## src/rtl/anc_pkg.sv

```systemverilog
// Shared types, widths and the DAC saturation helper for the ANC LMS sequencer.
package anc_pkg;

    localparam int SAMPLE_W = 16;
    localparam int DATA_W   = 32;

    localparam logic signed [DATA_W-1:0] SAT_MAX = 32'sd32767;
    localparam logic signed [DATA_W-1:0] SAT_MIN = -32'sd32768;

    typedef enum logic [1:0] {
        ST_IDLE,
        ST_LAUNCH,
        ST_RUN,
        ST_OUTPUT
    } state_t;

    function automatic logic signed [SAMPLE_W-1:0] sat16(input logic signed [DATA_W-1:0] x);
        logic signed [DATA_W-1:0] clamped;
        if (x > SAT_MAX) begin
            clamped = SAT_MAX;
        end else if (x < SAT_MIN) begin
            clamped = SAT_MIN;
        end else begin
            clamped = x;
        end
        return clamped[SAMPLE_W-1:0];
    endfunction

endpackage

```

## src/rtl/anc_lms_sequencer_if.sv

```systemverilog
// FIR launch/result and DAC valid/ready signals between the sequencer and its neighbours.
interface anc_lms_sequencer_if;
    import anc_pkg::*;

    logic signed [DATA_W-1:0]   feedforward_out;
    logic signed [DATA_W-1:0]   weight_adjust;
    logic                       fir_go;
    logic signed [DATA_W-1:0]   fir_out_sample;
    logic                       fir_done;
    logic signed [SAMPLE_W-1:0] dac_out;
    logic                       dac_valid;
    logic                       dac_ready;

    modport master (
        output feedforward_out, weight_adjust, fir_go, dac_out, dac_valid,
        input  fir_out_sample, fir_done, dac_ready
    );

    modport slave (
        input  feedforward_out, weight_adjust, fir_go, dac_out, dac_valid,
        output fir_out_sample, fir_done, dac_ready
    );

endinterface

```

## src/rtl/anc_pair_buf.sv

```systemverilog
// Reference/error sample slots with full flags; pairs them up and flags dropped samples.
module anc_pair_buf
    import anc_pkg::*;
(
    input  logic                       clk,
    input  logic                       rst_n,
    input  logic signed [SAMPLE_W-1:0] ref_in,
    input  logic                       ref_valid,
    input  logic signed [SAMPLE_W-1:0] err_in,
    input  logic                       err_valid,
    input  logic                       pair_take,
    output logic                       pair_ready,
    output logic signed [SAMPLE_W-1:0] ref_q,
    output logic signed [SAMPLE_W-1:0] err_q,
    output logic                       overrun_evt
);

    logic ref_full;
    logic err_full;
    logic ref_open;
    logic err_open;

    // A slot being consumed this cycle can accept a new sample on the same edge.
    assign ref_open    = !ref_full || pair_take;
    assign err_open    = !err_full || pair_take;
    assign pair_ready  = ref_full && err_full;
    assign overrun_evt = (ref_valid && !ref_open) || (err_valid && !err_open);

    always_ff @(posedge clk or negedge rst_n) begin
        if (!rst_n) begin
            // NOTE: the data registers are reset along with the flags so the FIR never sees X operands.
            ref_full <= 1'b0;
            err_full <= 1'b0;
            ref_q    <= '0;
            err_q    <= '0;
        end else begin
            if (ref_valid && ref_open) begin
                ref_q    <= ref_in;
                ref_full <= 1'b1;
            end else if (pair_take) begin
                ref_full <= 1'b0;
            end

            if (err_valid && err_open) begin
                err_q    <= err_in;
                err_full <= 1'b1;
            end else if (pair_take) begin
                err_full <= 1'b0;
            end
        end
    end

endmodule

```

## src/rtl/anc_lms_sequencer.sv

```systemverilog
// LMS sequencer: pairs ref/err samples, launches the FIR, saturates its result to the DAC.
// Optional ANC_ADAPT_FREEZE_EN adds adapt_freeze, which zeroes weight_adjust at launch.
module anc_lms_sequencer
    import anc_pkg::*;
#(
    parameter int TAPS        = 128,
    parameter int FRAC        = 15,
    parameter int WDOG_CYCLES = 2*TAPS+16
) (
    input  logic                       clk,
    input  logic                       rst_n,
    input  logic signed [SAMPLE_W-1:0] ref_in,
    input  logic                       ref_valid,
    input  logic signed [SAMPLE_W-1:0] err_in,
    input  logic                       err_valid,
    input  logic signed [SAMPLE_W-1:0] mu,
`ifdef ANC_ADAPT_FREEZE_EN
    input  logic                       adapt_freeze,
`endif
    anc_lms_sequencer_if.master        fir_dac,
    input  logic                       status_clr,
    output logic                       overrun,
    output logic                       fault
);

    localparam int WDOG_W = $clog2(WDOG_CYCLES + 1);
    localparam logic [WDOG_W-1:0] WDOG_LAST = WDOG_W'(WDOG_CYCLES - 1);

    state_t                     state;
    logic [WDOG_W-1:0]          wdog_cnt;
    logic                       pair_ready;
    logic                       pair_take;
    logic                       overrun_evt;
    logic signed [SAMPLE_W-1:0] ref_q;
    logic signed [SAMPLE_W-1:0] err_q;
    logic signed [DATA_W-1:0]   mu_x;
    logic signed [DATA_W-1:0]   err_x;
    logic signed [DATA_W-1:0]   step_prod;
    logic signed [DATA_W-1:0]   step_term;
    logic signed [DATA_W-1:0]   next_weight;

    logic signed [DATA_W-1:0]   feedforward_r;
    logic signed [DATA_W-1:0]   weight_r;
    logic                       fir_go_r;
    logic signed [SAMPLE_W-1:0] dac_out_r;
    logic                       dac_valid_r;

    assign pair_take = (state == ST_IDLE) && pair_ready && !dac_valid_r;

    anc_pair_buf u_pair_buf (
        .clk         (clk),
        .rst_n       (rst_n),
        .ref_in      (ref_in),
        .ref_valid   (ref_valid),
        .err_in      (err_in),
        .err_valid   (err_valid),
        .pair_take   (pair_take),
        .pair_ready  (pair_ready),
        .ref_q       (ref_q),
        .err_q       (err_q),
        .overrun_evt (overrun_evt)
    );

    // Step term is -floor(mu*err / 2^FRAC); the product always fits in 32 bits for mu >= 0.
    assign mu_x      = DATA_W'(mu);
    assign err_x     = DATA_W'(err_q);
    assign step_prod = mu_x * err_x;
    assign step_term = -(step_prod >>> FRAC);

`ifdef ANC_ADAPT_FREEZE_EN
    assign next_weight = adapt_freeze ? '0 : step_term;
`else
    assign next_weight = step_term;
`endif

    always_ff @(posedge clk or negedge rst_n) begin
        if (!rst_n) begin
            state         <= ST_IDLE;
            wdog_cnt      <= '0;
            feedforward_r <= '0;
            weight_r      <= '0;
            fir_go_r      <= 1'b0;
            dac_out_r     <= '0;
            dac_valid_r   <= 1'b0;
            overrun       <= 1'b0;
            fault         <= 1'b0;
        end else begin
            fir_go_r <= 1'b0;

            // NOTE: the clears are scheduled first so a later set in this block overrides them.
            if (status_clr) begin
                overrun <= 1'b0;
                fault   <= 1'b0;
            end
            if (overrun_evt) begin
                overrun <= 1'b1;
            end

            case (state)
                ST_IDLE: begin
                    if (pair_take) begin
                        feedforward_r <= DATA_W'(ref_q);
                        weight_r      <= next_weight;
                        fir_go_r      <= 1'b1;
                        state         <= ST_LAUNCH;
                    end
                end
                ST_LAUNCH: begin
                    wdog_cnt <= '0;
                    state    <= ST_RUN;
                end
                ST_RUN: begin
                    if (fir_dac.fir_done) begin
                        dac_out_r   <= sat16(fir_dac.fir_out_sample);
                        dac_valid_r <= 1'b1;
                        state       <= ST_OUTPUT;
                    end else if (wdog_cnt == WDOG_LAST) begin
                        fault <= 1'b1;
                        state <= ST_IDLE;
                    end else begin
                        wdog_cnt <= wdog_cnt + 1'b1;
                    end
                end
                ST_OUTPUT: begin
                    if (fir_dac.dac_ready) begin
                        dac_valid_r <= 1'b0;
                        state       <= ST_IDLE;
                    end
                end
                default: state <= ST_IDLE;
            endcase
        end
    end

    assign fir_dac.feedforward_out = feedforward_r;
    assign fir_dac.weight_adjust   = weight_r;
    assign fir_dac.fir_go          = fir_go_r;
    assign fir_dac.dac_out         = dac_out_r;
    assign fir_dac.dac_valid       = dac_valid_r;

endmodule

```

## src/flat_wrapper.sv

```systemverilog
// flat-port wrapper written by rule: the top's interface ports become plain ports
module anc_lms_sequencer_flat import anc_pkg::*;
#(
    parameter int TAPS        = 128,
    parameter int FRAC        = 15,
    parameter int WDOG_CYCLES = 2*TAPS+16
)
  (clk, rst_n, ref_in, ref_valid, err_in, err_valid, mu, status_clr, overrun, fault, fir_dac_feedforward_out, fir_dac_weight_adjust, fir_dac_fir_go, fir_dac_dac_out, fir_dac_dac_valid, fir_dac_fir_out_sample, fir_dac_fir_done, fir_dac_dac_ready);
  anc_lms_sequencer_if fir_dac_i ();
  input  logic clk;
  input  logic rst_n;
  input  logic signed [SAMPLE_W-1:0] ref_in;
  input  logic ref_valid;
  input  logic signed [SAMPLE_W-1:0] err_in;
  input  logic err_valid;
  input  logic signed [SAMPLE_W-1:0] mu;
  input  logic status_clr;
  output logic overrun;
  output logic fault;
  output wire logic [$bits(fir_dac_i.feedforward_out)-1:0] fir_dac_feedforward_out;
  output wire logic [$bits(fir_dac_i.weight_adjust)-1:0] fir_dac_weight_adjust;
  output wire logic [$bits(fir_dac_i.fir_go)-1:0] fir_dac_fir_go;
  output wire logic [$bits(fir_dac_i.dac_out)-1:0] fir_dac_dac_out;
  output wire logic [$bits(fir_dac_i.dac_valid)-1:0] fir_dac_dac_valid;
  input wire logic [$bits(fir_dac_i.fir_out_sample)-1:0] fir_dac_fir_out_sample;
  input wire logic [$bits(fir_dac_i.fir_done)-1:0] fir_dac_fir_done;
  input wire logic [$bits(fir_dac_i.dac_ready)-1:0] fir_dac_dac_ready;
  assign fir_dac_feedforward_out = fir_dac_i.feedforward_out;
  assign fir_dac_weight_adjust = fir_dac_i.weight_adjust;
  assign fir_dac_fir_go = fir_dac_i.fir_go;
  assign fir_dac_dac_out = fir_dac_i.dac_out;
  assign fir_dac_dac_valid = fir_dac_i.dac_valid;
  assign fir_dac_i.fir_out_sample = fir_dac_fir_out_sample;
  assign fir_dac_i.fir_done = fir_dac_fir_done;
  assign fir_dac_i.dac_ready = fir_dac_dac_ready;
  anc_lms_sequencer #(.TAPS(TAPS), .FRAC(FRAC), .WDOG_CYCLES(WDOG_CYCLES)) u_core (.clk(clk), .rst_n(rst_n), .ref_in(ref_in), .ref_valid(ref_valid), .err_in(err_in), .err_valid(err_valid), .mu(mu), .fir_dac(fir_dac_i), .status_clr(status_clr), .overrun(overrun), .fault(fault));
endmodule
```

## config.mk

```make
export PLATFORM = sky130hd
export DESIGN_NAME = anc_lms_sequencer_flat
export DESIGN_NICKNAME = d
export VERILOG_FILES = /design/src/rtl/anc_pkg.sv /design/src/rtl/anc_lms_sequencer_if.sv /design/src/rtl/anc_pair_buf.sv /design/src/rtl/anc_lms_sequencer.sv /design/src/flat_wrapper.sv
export SDC_FILE = /design/constraint.sdc
export NUM_CORES = 1
export LEC_CHECK = 0
export BUFFER_PORTS_ARGS = -buffer_cell sky130_fd_sc_hd__buf_2
export CAP_MARGIN = 25
export CORE_MARGIN = 3
export CORE_UTILIZATION = 55
export DETAILED_ROUTE_END_ITERATION = 10
export GPL_TIMING_DRIVEN = 0
export PLACE_DENSITY_LB_ADDON = 0.3
export RECOVER_POWER = 25
export SETUP_SLACK_MARGIN = 0.3
export SLEW_MARGIN = 20
export SYNTH_ARGS = -nofsm -noshare
export SYNTH_HDL_FRONTEND = slang
export SYNTH_SLANG_ARGS = --single-unit
export TNS_END_PERCENT = 10
```

## constraint.sdc

```tcl
create_clock -name clk -period 11.45 [get_ports clk]
set_input_delay 1.7175 -clock clk [delete_from_list [all_inputs] [get_ports clk]]
set_output_delay 1.7175 -clock clk [all_outputs]
set_load 0.01 [all_outputs]
```

==> results of run 1 <==
[stage by stage]
step                hold slack, ns  std cells  util (%)  area (um^2)  setup slack (ns)
finish                      0.4659       2094     63.39        16610             2.557
CTS                         0.4636       2093     63.52        16650             2.658
floorplan                   0.4331       1555         -        14780             3.476
detailed placement          0.4509       2061     61.36        16080             2.258
global placement            0.4403       2060     61.23        16050             2.320
global route                0.4879       2093     63.39        16610             2.057
[tightest hold or removal path: cells and delay by family (launching register included)]
family	cells	cell delay, ns
flip-flops	1	0.34
AND/OR/NAND/NOR	2	0.10
[cells in the final DEF, fill, tap and decap left out, types with 4 or more instances in the layout]
cell type / count
or3_1: 5
clkbuf_16: 17
buf_2: 171
o211ai_1: 11
and3_1: 6
nand2_1: 236
nor2_1: 53
o31ai_1: 5
o21ai_1: 5
fa_1: 261
nand2b_1: 8
a21o_1: 17
mux2_2: 33
clkinvlp_4: 5
clkbuf_1: 56
and2_1: 128
ha_1: 81
nand3_1: 13
o21ai_0: 49
nor3_1: 10
dfrtp_1: 113
nand4_1: 15
a21oi_1: 33
xor2_1: 10
o21a_1: 4
xnor2_1: 26
inv_1: 300
nor4_1: 7
buf_4: 16
[metal layers]
metal	global-route usage, %	up-vias
met5	0	-
met4	12.73	2
met3	5.854	113
met2	47.13	417
met1	35.82	5785
li1	-	5155
[layout make-up]
cell class	instances	area [um^2]	share of cell area (%)
Clock inverter	12	108.9	0.6552
Multi-Input combinational cell	1069	10480	63.05
Inverter	300	1126	6.778
Antenna cell	1	2.502	0.01506
Timing Repair Buffer	171	849.6	5.114
Buffer	73	347.8	2.094
Sequential cell	113	2828	17.02
Tap cell	335	419.2	2.523
Clock buffer	20	456.7	2.749
[kinds of logic (layout without fill, tap and decap cells)]
logic type	after synthesis	after routing	share of synthesized area (%)
other	0	1	0
AOI/OAI and AO/OA	159	159	7.477
buffers and inverters	373	576	9.975
adders and majority gates	342	342	42.22
muxes	33	33	2.515
xor gates and xnor gates	37	37	2.244
DFF	113	113	19.14
and+or+nand+nor	498	498	16.44
[state kept, by name, summed over array words and instances, names as in the netlist]
name,flops
u_core.u_pair_buf.err_full,1
u_core.u_pair_buf.ref_q,16
u_core.fault,1
u_core.u_pair_buf.err_q,16
u_core.fir_dac.weight_adjust,32
u_core.fir_dac.dac_valid,1
u_core.u_pair_buf.ref_full,1
u_core.wdog_cnt,9
u_core.fir_dac.fir_go,1
u_core.fir_dac.dac_out,16
u_core.state,2
u_core.overrun,1
u_core.fir_dac.feedforward_out,16
[final timing paths]
kind	from	to	slack [ns]	depth (start not counted)
setup / recovery	mu[5]	u_core.fir_dac.weight_adjust[19]	2.56	24
hold / removal	u_core.u_pair_buf.ref_q[6]	u_core.fir_dac.feedforward_out[6]	0.47	2
setup reg to reg	u_core.u_pair_buf.err_q[9]	u_core.fir_dac.weight_adjust[19]	3.42	24
hold reg to reg	u_core.u_pair_buf.ref_q[6]	u_core.fir_dac.feedforward_out[6]	0.47	2
max in group asynchronous	rst_n	u_core.fir_dac.weight_adjust[15]	4.68	2
min in group asynchronous	rst_n	u_core.fir_dac.weight_adjust[0]	1.95	1
==> qor.csv, run 1 <==
stage,metric,value,unit
placed_design,Detailed Place HPWL,31310,um
critical_path,critical path's largest stage delay,0.59,ns
routing,Met1 Wirelength,15090,um
placed_design,Port Buffers,170,
critical_path,kind of cell adding the most delay to the critical path,adder cells,
logic_synthesis,area of the mapped netlist,14780,um^2
grt,maximum number of pins on one net before global-route repair,80,
placed_design,GP Congestion,0.9458,
grt,first-pass GRT wire length,63830,um
floorplan,# rows,59,
timing,unrepaired setup endpoints after global routing,false,
timing,Setup Total Neg Slack,0,ns
critical_path,"critical path, cell by cell","buf_2, clkbuf_1, nand2_1, fa_1, inv_1, fa_1, inv_1, fa_1, inv_1, fa_1, fa_1, inv_1, fa_1, inv_1, ha_1, a21oi_1, o21ai_0, nor2_1, a21oi_1, xnor2_1, o2111ai_4, nor3_2, a311oi_2, a21o_1",
timing,Slew Limit Fails,116,
outcome,result of the run,finished with violations,
clocking,CTS H-tree depth,4,
floorplan,I/O pins,171,
clocking,number of buffers added to fix hold violations after cts,0,
floorplan,die boundary width,169.9,um
clocking,clock insertion delay at the later pin of the skew report,0.43,ns
timing,headroom to the max-slew limit,-173.6,%
logic_synthesis,unique cell type count in the Yosys netlist,66,
clocking,worst-case clock buffer depth,2,
routing,count of TritonRoute iterations in the first routing pass,5,
clocking,clock slew at reported path FFs,0.05,ns
timing,hold violation count in the final report,0,
routing,met2 wire len,18510,um
critical_path,cell with the largest stage delay on the worst path,clkbuf_1,
floorplan,die area,28870,um^2
finish,relative area change from synthesis to final layout,12.43,%
finish,proportion of layout cells with a drive suffix above 1,15.64,%
logic_synthesis,number of enable flip-flop cells after synthesis,0,
timing,FMAX,0.1124,GHz
clocking,"Setup Fix Bufs, Post-CTS",0,
logic_synthesis,mean post-synth cell area,9.503,um^2
clocking,TritonCTS clock tree,built,
logic_synthesis,post-synthesis async set-or-reset flop share,100.0,%
logic_synthesis,count of synthesis-stage warnings from yosys,0,
routing,total wirelength of the detailed-routed design,38310,um
critical_path,capturing element type of the critical path,flip-flop,
outcome,failing checks,"capacitance limit, slew limit",
grt,number of global-route vias before repair,12580,
worst_hold_path,path class of the lowest-slack min-delay path,flip-flop to flip-flop,
logic_synthesis,cell types with the largest area share after synthesis,"fa_1 35%, dfrtp_1 19%, inv_1 7.6%",
routing,via/cell ratio,5.479,
logic_synthesis,share of the synthesized area in the top cell type,35.36,%
routing,WL per Instance,18.30,um
logic_synthesis,instance count of the mapped netlist,1555,
routing,number of nets with antenna violations after routing,0,
logic_synthesis,sequential share of the synthesized area,19.14,%
critical_path,critical path data arrival time,9.19,ns
finish,fill cell count,2181,
timing,# setup viols final,0,
floorplan,die outline height,169.9,um
routing,Met3 Routed Length,2701,um
logic_synthesis,library cell with the largest summed area after synthesis,fa_1,
timing,post-layout minimum cycle time,8.893,ns
timing,"Period Utilization, post-route",77.67,%
logic_synthesis,cell with the most instances after synthesis,inv_1,
timing,Final Skew,0.02110,ns
flow_run,max-capacitance violation count,2,
logic_synthesis,commonest cells in the synthesized netlist,"300 x inv_1, 261 x fa_1, 236 x nand2_1",
routing,overall via count from detail_route,11470,
critical_path,crit-path max FO,10,
logic_synthesis,main flop type after synthesis,dfrtp_1,
clocking,TritonCTS sink count,113,
critical_path,Setup CP Type,input pin to flip-flop,
logic_synthesis,Post-Syn Nets,1984,
grt,overall fraction of global-route tracks in use,28.25,%
clocking,number of cells upsized or downsized after cts,0,
critical_path,buffers plus inverters on the worst setup path,7,
finish,count of nets after finishing,2174,
routing,highest layer used for signal routing,met5,
critical_path,startpoint class of the critical path,input pin,
routing,post-route DRC violation count,0,
critical_path,"Data required, critical path",11.75,ns
floorplan,area of the core region,26210,um^2
grt,aggregate global routing overflow,0,
timing,Worst Tran Pin Value,4.104,ns
floorplan,initial standard-cell utilization of the core,56.39,%
routing,initial drt markers,573,
logic_synthesis,#FFs+latches synth,113,
grt,initial antenna violation count,1,
clocking,CTS Root Buffer Type,clkbuf_16,
clocking,Num CTS Buffers,17,
critical_path,Crit path top cell by count,fa_1,
Power of run 1 is left out: the tool's default activity adds up to more than one toggle a clock period on the data nets, which glitch-free logic cannot reach.
==> run 2: changes to the inputs <==
==> constraint.sdc (replaced) <==
create_clock -name clk -period 8.8 [get_ports clk]
set_input_delay 1.32 -clock clk [delete_from_list [all_inputs] [get_ports clk]]
set_output_delay 1.32 -clock clk [all_outputs]
set_load 0.01 [all_outputs]
==> run 2 against run 1 <==
Net effect: global-route usage is the same; the run still ends with capacitance limit, slew limit left; worst setup slack got worse by 2.1 ns; clock skew shrank 0.0025 ns; wire length grew 0.10%; cell area grew 0.35%.
==> qor.csv, run 2 (synthesis results as in run 1) <==
stage,metric,value,unit
grt,maximum number of pins on one net before global-route repair,80,
floorplan,die boundary width,169.9,um
timing,"Period Utilization, post-route",94.41,%
routing,highest layer used for signal routing,met5,
worst_hold_path,Hold Path Cell Cnt,2,
clocking,TritonCTS clock tree,built,
timing,Worst Tran Pin Value,4.131,ns
critical_path,"Data required, critical path",9.09,ns
clocking,"Setup Fix Bufs, Post-CTS",0,
grt,aggregate global routing overflow,0,
routing,via/cell ratio,5.478,
timing,post-layout minimum cycle time,8.308,ns
finish,"most common cell after layout, fill and taps aside",inv_1,
routing,count of TritonRoute iterations in the first routing pass,5,
clocking,clock insertion delay at the later pin of the skew report,0.43,ns
timing,headroom to the max-slew limit,-175.4,%
routing,total wirelength of the detailed-routed design,38350,um
critical_path,Setup CP Type,input pin to flip-flop,
worst_hold_path,startpoint of the lowest-slack hold path,u_core.u_pair_buf.ref_q[8],
critical_path,critical path data arrival time,8.60,ns
clocking,CTS Root Buffer Type,clkbuf_16,
finish,"commonest cells after routing, fill and taps aside","300 x inv_1, 260 x fa_1, 236 x nand2_1",
timing,Slew Limit Fails,116,
timing,hold violation count in the final report,0,
finish,proportion of layout cells with a drive suffix above 1,16.61,%
timing,Final Skew,0.01860,ns
critical_path,capturing element type of the critical path,flip-flop,
grt,overall fraction of global-route tracks in use,28.25,%
clocking,worst-case clock buffer depth,2,
finish,Antenna Diode Count,0,
timing,# setup viols final,0,
routing,overall via count from detail_route,11470,
timing,unrepaired setup endpoints after global routing,true,
floorplan,initial standard-cell utilization of the core,56.39,%
finish,count of nets after finishing,2174,
finish,flip-flop count of the largest register after layout,32,
critical_path,startpoint class of the critical path,input pin,
flow_run,max-capacitance violation count,2,
worst_hold_path,path class of the lowest-slack min-delay path,flip-flop to flip-flop,
timing,FMAX,0.1204,GHz
floorplan,die area,28870,um^2
routing,post-route DRC violation count,0,
routing,WL per Instance,18.32,um
grt,initial antenna violation count,1,
worst_hold_path,end point of the most critical hold path,u_core.fir_dac.feedforward_out[8],
clocking,Num CTS Buffers,17,
floorplan,die outline height,169.9,um
floorplan,area of the core region,26210,um^2
routing,met2 wire len,18640,um
critical_path,endpoint of the lowest-slack register-to-register path,u_core.fir_dac.weight_adjust[16],
clocking,number of buffers added to fix hold violations after cts,0,
floorplan,# rows,59,
grt,number of global-route vias before repair,12580,
floorplan,I/O pins,171,
placed_design,Port Buffers,170,
clocking,CTS H-tree depth,4,
routing,number of nets with antenna violations after routing,0,
clocking,number of cells upsized or downsized after cts,0,
placed_design,GP Congestion,0.9458,
critical_path,reg-to-reg critical path startpoint,u_core.u_pair_buf.err_q[8],
critical_path,Worst R2R Setup Slack,0.85,ns
timing,worst-case hold slack,0.4678,ns
clocking,TritonCTS sink count,113,
finish,share of the core filled with cells in the final layout,63.61,%
clocking,clock slew at reported path FFs,0.06,ns
routing,initial drt markers,610,
placed_design,Detailed Place HPWL,31310,um
critical_path,crit-path max FO,10,
routing,Met3 Routed Length,2446,um
routing,Met1 Wirelength,15330,um
finish,relative area change from synthesis to final layout,12.82,%
grt,first-pass GRT wire length,63830,um
timing,Setup Total Neg Slack,0,ns
outcome,failing checks,"capacitance limit, slew limit",
outcome,result of the run,finished with violations,
critical_path,number of cells on the worst reg-to-reg path,23,
run 2: final cells by class:
cell class                      instances  area, um^2
Buffer                                 73       360.3
Multi-Input combinational cell       1069       10520
Fill cell                            2167        9535
Clock inverter                         12       108.9
Sequential cell                       113        2828
Timing Repair Buffer                  171       852.1
Tap cell                              335       419.2
Inverter                              300        1126
Clock buffer                           20       456.7
run 2: worst max path at each step:
stage / start / to / slack, ns / depth (start not counted)
global route: mu[9] / u_core.fir_dac.weight_adjust[16] / 0.26 / 23
detailed placement: mu[5] / u_core.fir_dac.weight_adjust[16] / 0.005 / 24
CTS: mu[5] / u_core.fir_dac.weight_adjust[16] / 0.41 / 24
finish: mu[9] / u_core.fir_dac.weight_adjust[16] / 0.49 / 23
floorplan: mu[15] / u_core.fir_dac.weight_adjust[16] / 1.22 / 22
global placement: mu[5] / u_core.fir_dac.weight_adjust[16] / 0.07 / 24
run 2: metal layers:
layer | global-route usage [%] | vias up
li1 | - | 5162
met3 | 5.854 | 114
met4 | 12.73 | 2
met2 | 47.13 | 401
met1 | 35.82 | 5786
met5 | 0 | -
run 2: per-stage QoR:
stage / setup WS [ns] / area [um^2] / std cells
floorplan: 1.223 / 14780 / 1555
global placement: 0.06729 / 16050 / 2060
detailed placement: 0.005307 / 16080 / 2061
CTS: 0.4052 / 16650 / 2093
global route: 0.2627 / 16670 / 2093
finish: 0.4916 / 16670 / 2093
run 2: critical path, cell delays in order:
cell and delay [ns]:
buf_2 0.22, clkbuf_1 0.59, nand2_1 0.17, fa_1 0.54, inv_1 0.05, fa_1 0.53
fa_1 0.45, fa_1 0.53, fa_1 0.58, inv_1 0.06, fa_1 0.53, inv_1 0.04
ha_1 0.27, buf_2 0.18, a21oi_2 0.18, o211ai_1 0.12, a211oi_1 0.48, nor2_1 0.16
xnor2_2 0.37, o2111ai_4 0.28, nor3_4 0.39, a311oi_4 0.20, a221o_1 0.33
Power of run 2 is left out for the same reason.
